--- config.mk ---
export PLATFORM = sky130hd
export DESIGN_NAME = alu_op_dispatch
export DESIGN_NICKNAME = d
export VERILOG_FILES = /design/src/rtl/alu_op_dispatch_pkg.sv /design/src/rtl/alu_op_dispatch_decode.sv /design/src/rtl/alu_op_dispatch.sv
export SDC_FILE = /design/constraint.sdc
export NUM_CORES = 1
export LEC_CHECK = 0
export ABC_AREA = 1
export BUFFER_PORTS_ARGS = -buffer_cell sky130_fd_sc_hd__buf_4
export CAP_MARGIN = 20
export CORE_AREA = 2 2 195 149
export CTS_CLUSTER_DIAMETER = 80
export DETAILED_ROUTE_END_ITERATION = 8
export DIE_AREA = 0 0 197 151
export PLACE_DENSITY = 0.87
export SLEW_MARGIN = 20
export SYNTH_ARGS = -nofsm -noshare
export SYNTH_HDL_FRONTEND = slang
export SYNTH_SLANG_ARGS = --single-unit
--- constraint.sdc ---
create_clock -name clk -period 9.56 [get_ports clk]
set_input_delay 0.478 -clock clk [delete_from_list [all_inputs] [get_ports clk]]
set_output_delay 0.478 -clock clk [all_outputs]
set_load 0.01 [all_outputs]
--- src/rtl/alu_op_dispatch_pkg.sv ---
// alu_op_dispatch_pkg: ALU ctrl codes, MIPS opcode/funct encodings and queue entry type
package alu_op_dispatch_pkg;
  localparam logic [3:0] CTRL_AND  = 4'b0000;
  localparam logic [3:0] CTRL_OR   = 4'b0001;
  localparam logic [3:0] CTRL_XOR  = 4'b0010;
  localparam logic [3:0] CTRL_NOR  = 4'b0011;
  localparam logic [3:0] CTRL_ADD  = 4'b0100;
  localparam logic [3:0] CTRL_ADDU = 4'b0101;
  localparam logic [3:0] CTRL_SUB  = 4'b0110;
  localparam logic [3:0] CTRL_SUBU = 4'b0111;
  localparam logic [3:0] CTRL_SLT  = 4'b1000;
  localparam logic [3:0] CTRL_SLTU = 4'b1001;
  localparam logic [3:0] CTRL_SLL  = 4'b1010;
  localparam logic [3:0] CTRL_SRL  = 4'b1011;
  localparam logic [3:0] CTRL_SRA  = 4'b1100;
  localparam logic [3:0] CTRL_LUI  = 4'b1101;
  localparam logic [3:0] CTRL_NOP  = 4'b1111;
  localparam logic [5:0] OP_RTYPE = 6'h00;
  localparam logic [5:0] OP_ADDI  = 6'h08;
  localparam logic [5:0] OP_ADDIU = 6'h09;
  localparam logic [5:0] OP_SLTI  = 6'h0A;
  localparam logic [5:0] OP_SLTIU = 6'h0B;
  localparam logic [5:0] OP_ANDI  = 6'h0C;
  localparam logic [5:0] OP_ORI   = 6'h0D;
  localparam logic [5:0] OP_XORI  = 6'h0E;
  localparam logic [5:0] OP_LUI   = 6'h0F;
  localparam logic [5:0] F_SLL  = 6'h00;
  localparam logic [5:0] F_SRL  = 6'h02;
  localparam logic [5:0] F_SRA  = 6'h03;
  localparam logic [5:0] F_SLLV = 6'h04;
  localparam logic [5:0] F_SRLV = 6'h06;
  localparam logic [5:0] F_SRAV = 6'h07;
  localparam logic [5:0] F_ADD  = 6'h20;
  localparam logic [5:0] F_ADDU = 6'h21;
  localparam logic [5:0] F_SUB  = 6'h22;
  localparam logic [5:0] F_SUBU = 6'h23;
  localparam logic [5:0] F_AND  = 6'h24;
  localparam logic [5:0] F_OR   = 6'h25;
  localparam logic [5:0] F_XOR  = 6'h26;
  localparam logic [5:0] F_NOR  = 6'h27;
  localparam logic [5:0] F_SLT  = 6'h2A;
  localparam logic [5:0] F_SLTU = 6'h2B;
  typedef struct packed {
    logic [31:0] a;
    logic [31:0] b;
    logic [3:0]  ctrl;
    logic        illegal;
  } uop_t;
  localparam uop_t UOP_NOP = '{a: 32'd0, b: 32'd0, ctrl: CTRL_NOP, illegal: 1'b0};
endpackage

--- src/rtl/alu_op_dispatch_decode.sv ---
// alu_op_decode: maps MIPS opcode/funct to ALU ctrl code and a/b operands
module alu_op_decode
  import alu_op_dispatch_pkg::*;
(
  input  logic [5:0]  i_opcode,
  input  logic [5:0]  i_funct,
  input  logic [4:0]  i_shamt,
  input  logic [15:0] i_imm,
  input  logic [31:0] i_rs,
  input  logic [31:0] i_rt,
  output logic [31:0] o_a,
  output logic [31:0] o_b,
  output logic [3:0]  o_ctrl,
  output logic        o_illegal
);
  logic [31:0] w_sext;
  logic [31:0] w_zext;
  assign w_sext = {{16{i_imm[15]}}, i_imm};
  assign w_zext = {16'd0, i_imm};
  // decode table; unsupported encodings collapse to a zero-operand NOP flagged illegal
  always_comb begin
    o_a = i_rs;
    o_b = i_rt;
    o_ctrl = CTRL_NOP;
    o_illegal = 1'b0;
    case (i_opcode)
      OP_RTYPE: case (i_funct)
        F_ADD:  o_ctrl = CTRL_ADD;
        F_ADDU: o_ctrl = CTRL_ADDU;
        F_SUB:  o_ctrl = CTRL_SUB;
        F_SUBU: o_ctrl = CTRL_SUBU;
        F_AND:  o_ctrl = CTRL_AND;
        F_OR:   o_ctrl = CTRL_OR;
        F_XOR:  o_ctrl = CTRL_XOR;
        F_NOR:  o_ctrl = CTRL_NOR;
        F_SLT:  o_ctrl = CTRL_SLT;
        F_SLTU: o_ctrl = CTRL_SLTU;
        F_SLL:  begin o_ctrl = CTRL_SLL; o_a = {27'd0, i_shamt}; end
        F_SRL:  begin o_ctrl = CTRL_SRL; o_a = {27'd0, i_shamt}; end
        F_SRA:  begin o_ctrl = CTRL_SRA; o_a = {27'd0, i_shamt}; end
        F_SLLV: begin o_ctrl = CTRL_SLL; o_a = {27'd0, i_rs[4:0]}; end
        F_SRLV: begin o_ctrl = CTRL_SRL; o_a = {27'd0, i_rs[4:0]}; end
        F_SRAV: begin o_ctrl = CTRL_SRA; o_a = {27'd0, i_rs[4:0]}; end
        default: o_illegal = 1'b1;
      endcase
      OP_ADDI:  begin o_ctrl = CTRL_ADD;  o_b = w_sext; end
      OP_ADDIU: begin o_ctrl = CTRL_ADDU; o_b = w_sext; end
      OP_SLTI:  begin o_ctrl = CTRL_SLT;  o_b = w_sext; end
      OP_SLTIU: begin o_ctrl = CTRL_SLTU; o_b = w_sext; end
      OP_ANDI:  begin o_ctrl = CTRL_AND;  o_b = w_zext; end
      OP_ORI:   begin o_ctrl = CTRL_OR;   o_b = w_zext; end
      OP_XORI:  begin o_ctrl = CTRL_XOR;  o_b = w_zext; end
      OP_LUI:   begin o_ctrl = CTRL_LUI;  o_a = 32'd0; o_b = w_zext; end
      default:  o_illegal = 1'b1;
    endcase
    if (o_illegal) begin
      o_a = 32'd0;
      o_b = 32'd0;
      o_ctrl = CTRL_NOP;
    end
  end
endmodule

--- src/rtl/alu_op_dispatch.sv ---
// alu_op_dispatch: decode-at-enqueue in-order queue feeding the ALU issue slot; optional ALU_DISPATCH_BYPASS_EN
module alu_op_dispatch
  import alu_op_dispatch_pkg::*;
#(
  parameter int DEPTH = 4,
  parameter int TAG_W = 6
) (
  input  logic                     clk,
  input  logic                     rst,
  input  logic                     flush,
  input  logic                     in_valid,
  output logic                     in_ready,
  input  logic [5:0]               in_opcode,
  input  logic [5:0]               in_funct,
  input  logic [4:0]               in_shamt,
  input  logic [15:0]              in_imm,
  input  logic [31:0]              in_rs_val,
  input  logic [31:0]              in_rt_val,
  input  logic [TAG_W-1:0]         in_tag,
  output logic                     out_valid,
  input  logic                     out_ready,
  output logic [31:0]              out_a,
  output logic [31:0]              out_b,
  output logic [3:0]               out_ctrl,
  output logic [TAG_W-1:0]         out_tag,
  output logic                     out_illegal,
  output logic [$clog2(DEPTH):0]   count
);
  localparam int AW = $clog2(DEPTH);
  localparam logic [AW:0] FULL = (AW+1)'(DEPTH);
  uop_t             r_mem [DEPTH];
  logic [TAG_W-1:0] r_tag [DEPTH];
  logic [AW-1:0]    r_wptr;
  logic [AW-1:0]    r_rptr;
  logic [AW:0]      r_count;
  uop_t             r_last;
  logic [TAG_W-1:0] r_last_tag;
  logic [31:0]      w_a;
  logic [31:0]      w_b;
  logic [3:0]       w_ctrl;
  logic             w_ill;
  uop_t             w_dec;
  uop_t             w_head;
  logic [TAG_W-1:0] w_head_tag;
  logic             w_empty;
  logic             w_byp;
  logic             w_push;
  logic             w_pop;
  alu_op_decode u_dec (
    .i_opcode  (in_opcode),
    .i_funct   (in_funct),
    .i_shamt   (in_shamt),
    .i_imm     (in_imm),
    .i_rs      (in_rs_val),
    .i_rt      (in_rt_val),
    .o_a       (w_a),
    .o_b       (w_b),
    .o_ctrl    (w_ctrl),
    .o_illegal (w_ill)
  );
  assign w_dec = '{a: w_a, b: w_b, ctrl: w_ctrl, illegal: w_ill};
  assign w_empty = r_count == '0;
`ifdef ALU_DISPATCH_BYPASS_EN
  assign w_byp = w_empty & in_valid & ~flush;
`else
  assign w_byp = 1'b0;
`endif
  assign in_ready = r_count < FULL;
  assign out_valid = ~w_empty | w_byp;
  assign w_head = w_byp ? w_dec : w_empty ? r_last : r_mem[r_rptr];
  assign w_head_tag = w_byp ? in_tag : w_empty ? r_last_tag : r_tag[r_rptr];
  assign w_push = in_valid & in_ready & ~(w_byp & out_ready);
  assign w_pop = ~w_empty & out_ready;
  assign out_a = w_head.a;
  assign out_b = w_head.b;
  assign out_ctrl = w_head.ctrl;
  assign out_illegal = w_head.illegal;
  assign out_tag = w_head_tag;
  assign count = r_count;
  // queue pointers, storage and the last-consumed entry shown while empty
  always_ff @(posedge clk) begin
    if (!rst) begin
      r_wptr <= '0;
      r_rptr <= '0;
      r_count <= '0;
      r_last <= UOP_NOP;
      r_last_tag <= '0;
    end else if (flush) begin
      r_wptr <= '0;
      r_rptr <= '0;
      r_count <= '0;
    end else begin
      if (w_push) begin
        r_mem[r_wptr] <= w_dec;
        r_tag[r_wptr] <= in_tag;
        r_wptr <= r_wptr + 1'b1;
      end
      if (w_pop) r_rptr <= r_rptr + 1'b1;
      if (out_valid & out_ready) begin
        r_last <= w_head;
        r_last_tag <= w_head_tag;
      end
      r_count <= r_count + (AW+1)'(w_push) - (AW+1)'(w_pop);
    end
  end
endmodule

==> results of run 1 <==
-- power groups by stage --
stage	clock (W)	combinational [W]	sequential, W
2_1_floorplan	0	0.000302	0.00188
3_3_place_gp	0	0.000490	0.00188
3_5_place_dp	0	0.000503	0.00188
4_1_cts	0.00144	0.000507	0.00185
5_1_grt	0.00151	0.000560	0.00185
6_report	0.00143	0.000508	0.00185
-- metal layers --
layer | wire length, µm | share of wire, %
met5 | 10 | 0.025
met4 | 833 | 2.1
met3 | 3650 | 9.0
met1 | 16100 | 40
met2 | 19800 | 49
-- cells by family (layout without fill, tap and decap cells) --
kind of cell	after synthesis	after routing	synth area share, %
compound gates	192	192	5.81
simple gates	954	954	23.4
flops	384	384	61.7
fa+ha+maj	7	7	0.549
buf+inv	354	520	8.48
xor+xnor	1	1	0.0506
other cells	0	2	0
-- final cells by class --
class | count | share of cell area, %
Tap cell | 357 | 2.23
Clock inverter | 11 | 0.394
Multi-Input combinational cell | 1154 | 26.0
Clock buffer | 56 | 5.56
Antenna cell | 2 | 0.0250
Timing Repair Buffer | 201 | 7.62
Inverter | 252 | 4.74
Sequential cell | 384 | 53.4
-- sequential cells by signal, indices dropped and copies added, names as in the netlist, named ones only --
name / flops
r_last_tag: 6
r_tag: 24
r_rptr: 2
r_last: 69
count: 3
r_mem: 276
r_wptr: 2
-- worst paths after layout --
check                              endpoint  cells after the start  slack [ns]  startpoint
worst min-delay path            r_tag[2][4]                      1        0.15   in_tag[4]
worst max register to register   r_last[36]                      7        6.27    count[1]
worst min register to register    r_last[2]                      2        0.48   r_last[2]
worst max-delay path            out_illegal                      9        5.63        flop
-- through the flow --
| stage | cells | utilization [%] | worst slack, ns | power (W) |
|---|---|---|---|---|
| 2_1_floorplan | 1892 | - | 4.94 | 0.00218 |
| 3_3_place_gp | 2347 | 67.8 | 5.70 | 0.00237 |
| 3_5_place_dp | 2347 | 67.8 | 5.64 | 0.00238 |
| 4_1_cts | 2414 | 72.1 | 5.66 | 0.00379 |
| 5_1_grt | 2417 | 72.2 | 5.46 | 0.00391 |
| 6_report | 2417 | 72.2 | 5.63 | 0.00378 |
-- placed cells by master (no fill, tap or decap), types with 3 or more instances in the layout --
master and count:
nand2_1 604, o21ai_0 83, clkbuf_16 42, inv_1 247, nor2_1 76, ha_1 6, clkbuf_1 13, a21oi_1 92
nor2_2 3, and2_1 4, nor3_1 17, nand3_1 163, or2_2 74, a21oi_2 10, o21ai_1 4, inv_2 4
nor2_4 7, buf_4 199, clkinv_1 6, edfxtp_1 300, dfxtp_1 82
==> qor.yml, run 1 <==
status: "finished clean"
start_util_pct: 62.5
grt_pass1_wl_mm: 63.1
drt_iter0_drc: 1181
critPathKind: "flop to output pin"
grt_use_met1_pct: 35.1
final_area_um2: 20000
place_area_um2: 18800
drive_gt1_share_pct: 17.2
p_sw_w: 0.000904
cts_setup_buffers: 0
hpwlAfterDp_mm: 23.6
track_usage_pct: 27.1
crit_slowest_cell: "buf_4"
busiest_layer: "met2"
ys_seq_area_share_pct: 61.7
rsz0062_at_grt: "false"
period_share_pct: 41.1
min_period_ns: 3.93
cp.buffers_inverters: 4
antenna_found_initial: 3
vias: 13300
coreArea_um2: 27700
clkPwrFrac_pct: 37.8
fin_nets: 2145
yosysMostFrequentCell: "nand2_1"
htreeDepth: 2
swShare_pct: 23.9
grt_max_degree: 103
grtUsageMet2_pct: 47.4
fmax_mhz: 254
syn_area_um2: 17300
synthFlopType: "edfxtp_1"
maxSlewHeadroom_pct: 33.0
min_path_type: "primary input to flop"
yosysTopAreaCell: "edfxtp_1"
cts_buffer_depth: 3
worstSetupEndpointType: "output pin"
portBuffers: 187
synthTopCellsByArea: "edfxtp_1, nand2_1, dfxtp_1"
maxCapViolations: 0
grt_pass1_vias: 12700
routedWlPerCell_um: 16.7
ctsResizeCount: 0
whs_ns: 0.154
syn_nets: 2007
synth_cells: 1892
drv_slew: 0
clock-sinks: 384
ys_top_cells_by_count: "nand2_1, edfxtp_1, inv_1"
dieHeight_um: 151
clkTransAtPathRegs_ns: 0.06
synth-seq-cells: 384
synth_edf_count: 300
path_max_fanout: 76
routed_via_density: 5.51
ctsHoldBuffers: 0
synth_top_area_share_pct: 52.0
setup_viol: 0
final_hold_viol_count: 0
place.gp.congestion: 0.800
insertion_delay_ns: 0.53
combPwrFrac_pct: 13.4
peakVddDrop_mv: 0.121
wl_mm: 40.5
start_kind: "flop"
ys_warn_count: 0
async_flop_share_pct: 0
firstDrtPassIters: 5
antenna_left: 0
crit_chain: "inv_4, buf_4, nand2_1, nand2_1, nand2_1, nand3_1, nand2_1, inv_1, buf_4"
cp.arrival_ns: 3.45
die_x_um: 197
ys_types: 30
tightest_slew_ns: 1.00
fin_worst_skew_ns: 0.0153
num_io_pins: 188
rows: 53
cts_tree: "yes"
crit_required_ns: 9.08
slowest_delay_ns: 0.76
power.density_nw_per_um2: 189
syn_avg_cell_area_um2: 9.16
drc: 0
use_met3_pct: 4.14
gr-total-overflow: 0
numCtsBuffers: 37
worst_path_most_repeated_cell: "nand2_1"
dieArea_um2: 29700
pwr-share-seq_pct: 48.8
root_buffer: "clkbuf_16"
leakagePower_nw: 9.00
n_fill_cell: 1841
multi_input_area_um2: 5200
path_delay_family: "buffers and inverters"
intPower_w: 0.00288
ff_latch_area_um2: 10700
area_growth_syn_to_layout_pct: 15.5
setup_tns_ns: 0
No activity file was read; power rests on OpenSTA's default activity.
==> inputs of run 2 (changes only) <==
--- a/config.mk
+++ b/config.mk
@@ -5,14 +5,14 @@
 export SDC_FILE = /design/constraint.sdc
 export NUM_CORES = 1
 export LEC_CHECK = 0
-export ABC_AREA = 1
+export ABC_AREA = 0
 export BUFFER_PORTS_ARGS = -buffer_cell sky130_fd_sc_hd__buf_4
 export CAP_MARGIN = 20
-export CORE_AREA = 2 2 195 149
+export CORE_AREA = 2 2 205 156
 export CTS_CLUSTER_DIAMETER = 80
 export DETAILED_ROUTE_END_ITERATION = 8
-export DIE_AREA = 0 0 197 151
-export PLACE_DENSITY = 0.87
+export DIE_AREA = 0 0 207 158
+export PLACE_DENSITY = 0.78
 export SLEW_MARGIN = 20
 export SYNTH_ARGS = -nofsm -noshare
 export SYNTH_HDL_FRONTEND = slang
==> constraint.sdc (replaced) <==
create_clock -name clk -period 3.4 [get_ports clk]
set_input_delay 0.17 -clock clk [delete_from_list [all_inputs] [get_ports clk]]
set_output_delay 0.17 -clock clk [all_outputs]
set_load 0.01 [all_outputs]
==> qor.yml, run 2 <==
layout_common_cells: "edfxtp_1, buf_4, nand2_1"
timing.rr.end: "count[2]"
grt_pass1_vias: 9660
numCtsBuffers: 38
yosysTopAreaCell: "edfxtp_1"
min_period_ns: 2.71
synthFlopType: "edfxtp_1"
crit_chain: "or3_4, buf_4, mux2_2, buf_4"
hpwlAfterDp_mm: 21.9
final_hold_viol_count: 0
wl_mm: 36.2
peakVddDrop_mv: 0.519
slowest_delay_ns: 0.60
path_delay_family: "simple AND/OR/NAND/NOR gates"
final_area_um2: 19400
cp.arrival_ns: 2.54
syn_nets: 1121
rr_worst_depth: 10
reg_top3: "r_mem: 276 flops, r_last: 69 flops, r_tag: 24 flops"
min_path_type: "primary input to flop"
total_power_w: 0.0107
vias: 9341
yosysMostFrequentCell: "edfxtp_1"
clkTransAtPathRegs_ns: 0.06
drc: 0
routed_via_density: 5.64
path_max_fanout: 35
r2r_slack_ns: 0.86
leakagePower_nw: 6.74
period_share_pct: 79.7
synthTopCellsByArea: "edfxtp_1, mux4_2, dfxtp_1"
fmax_mhz: 369
start_util_pct: 51.2
critPathKind: "flop to output pin"
track_usage_pct: 22.3
antenna_left: 0
hold_depth: 2
portBuffers: 187
place_area_um2: 17800
rows: 56
root_buffer: "clkbuf_16"
num_io_pins: 188
place.gp.congestion: 0.867
synth-seq-cells: 384
drive_gt1_share_pct: 34.8
fin_nets: 1334
final_common_cell: "edfxtp_1"
syn_area_um2: 15800
r2r-start: "count[2]"
grt_max_degree: 77
crit_slowest_cell: "or3_4"
ys_top_cells_by_count: "edfxtp_1, nand2_1, dfxtp_1"
n_fill_cell: 2248
rsz0062_at_grt: "false"
ys_types: 43
timing.final.ws_setup_ns: 0.690
synth_cells: 1006
endpoint: "out_b[4]"
regMostFlops: "r_mem"
crit_start: "count[1]"
path_depth: 4
dpl_worst_slack_ns: 0.862
setup_viol: 0
largest_reg_flops: 276
maxCapViolations: 0
synth_top_family_by_area: "multiplexers"
synth_fa_ha_area_share_pct: 0.603
power.density_nw_per_um2: 551
synth_xor_area_share_pct: 0.277
synth.area.mux_share_pct: 16.1
setup_tns_ns: 0
tightest_slew_ns: 0.894
status: "finished clean"
cts_tree: "yes"
antenna_found_initial: 1
clock-sinks: 384
fin_worst_skew_ns: 0.00793
worst_path_most_repeated_cell: "buf_4"
async_flop_share_pct: 0
synth_compound_area_share_pct: 6.14
coreArea_um2: 30800
drt_iter0_drc: 663
dieHeight_um: 158
htreeDepth: 2
die_x_um: 207
cp.buffers_inverters: 2
firstDrtPassIters: 5
worstSetupEndpointType: "output pin"
gr-total-overflow: 0
start_kind: "flop"
synth_edf_count: 300
routedWlPerCell_um: 21.9
ys_seq_area_share_pct: 67.7
synth_top_area_share_pct: 57.1
synth_simple_gate_area_share_pct: 7.21
maxSlewHeadroom_pct: 40.4
ys_warn_count: 0
grt_pass1_wl_mm: 55.4
dieArea_um2: 32700
drv_slew: 0
area_growth_syn_to_layout_pct: 22.8
cts_buffer_depth: 3
syn_avg_cell_area_um2: 15.7
insertion_delay_ns: 0.53
crit_required_ns: 3.23
## run 2: worst min-delay path by stage
stage                             start           end  slack, ns
final                     in_rs_val[25]  r_mem[2][62]       0.02
after global routing      in_rt_val[13]  r_mem[2][18]       0.02
after CTS                 in_rs_val[12]  r_mem[2][49]      0.004
after detailed placement      in_tag[4]   r_tag[2][4]       0.38
after global placement        in_tag[2]   r_tag[2][2]       0.37
after floorplan               in_tag[0]   r_tag[0][0]       0.27
## run 2: cells by family (layout without fill, tap and decap cells)
group / count (synthesis) / after routing
AND/OR/NAND/NOR: 256 / 256
AO/OA/AOI/OAI: 131 / 131
multiplexers: 150 / 150
other: 0 / 1
flip-flops: 384 / 384
XOR/XNOR: 5 / 5
adder cells (fa/ha/maj): 7 / 7
buffers and inverters: 73 / 316
## run 2: per-layer routing
| layer | GRT usage, % | up-vias | wire length, µm |
|---|---|---|---|
| met3 | 4.28 | 57 | 2090 |
| met5 | 0 | - | 0 |
| met2 | 36.1 | 302 | 17400 |
| met4 | 6.63 | 0 | 745 |
| li1 | - | 4250 | - |
| met1 | 30.9 | 4732 | 16000 |
## run 2: layout make-up
type / instances / area (µm²) / area share (%)
sequential: 384 / 10700 / 55.2
multi-input combinational: 549 / 4820 / 24.9
timing repair buffer: 235 / 1970 / 10.2
clock buffer: 57 / 1150 / 5.92
tap: 406 / 508 / 2.62
clock inverter: 13 / 189 / 0.975
inverter: 11 / 41.3 / 0.213
antenna: 1 / 2.50 / 0.0129
## run 2: what timing repair did
item	4_1_cts	5_1_grt
hold endpoints to repair	94	0
resized for setup	0	0
hold buffers	25	0
buffers inserted	0	0
## run 2: metrics by stage
stage	cells	util [%]	hold WS [ns]
after global routing	1655	62.8	0.0241
after global placement	1559	57.6	0.372
after detailed placement	1560	57.7	0.376
after CTS	1655	62.8	0.00379
final	1656	62.8	0.0201
after floorplan	1006	-	0.269
## run 2: power by group
part	internal [W]	switching (W)
Clock	0.00271	0.00171
Combinational	0.000566	0.000528
Sequential	0.00511	0.0000373
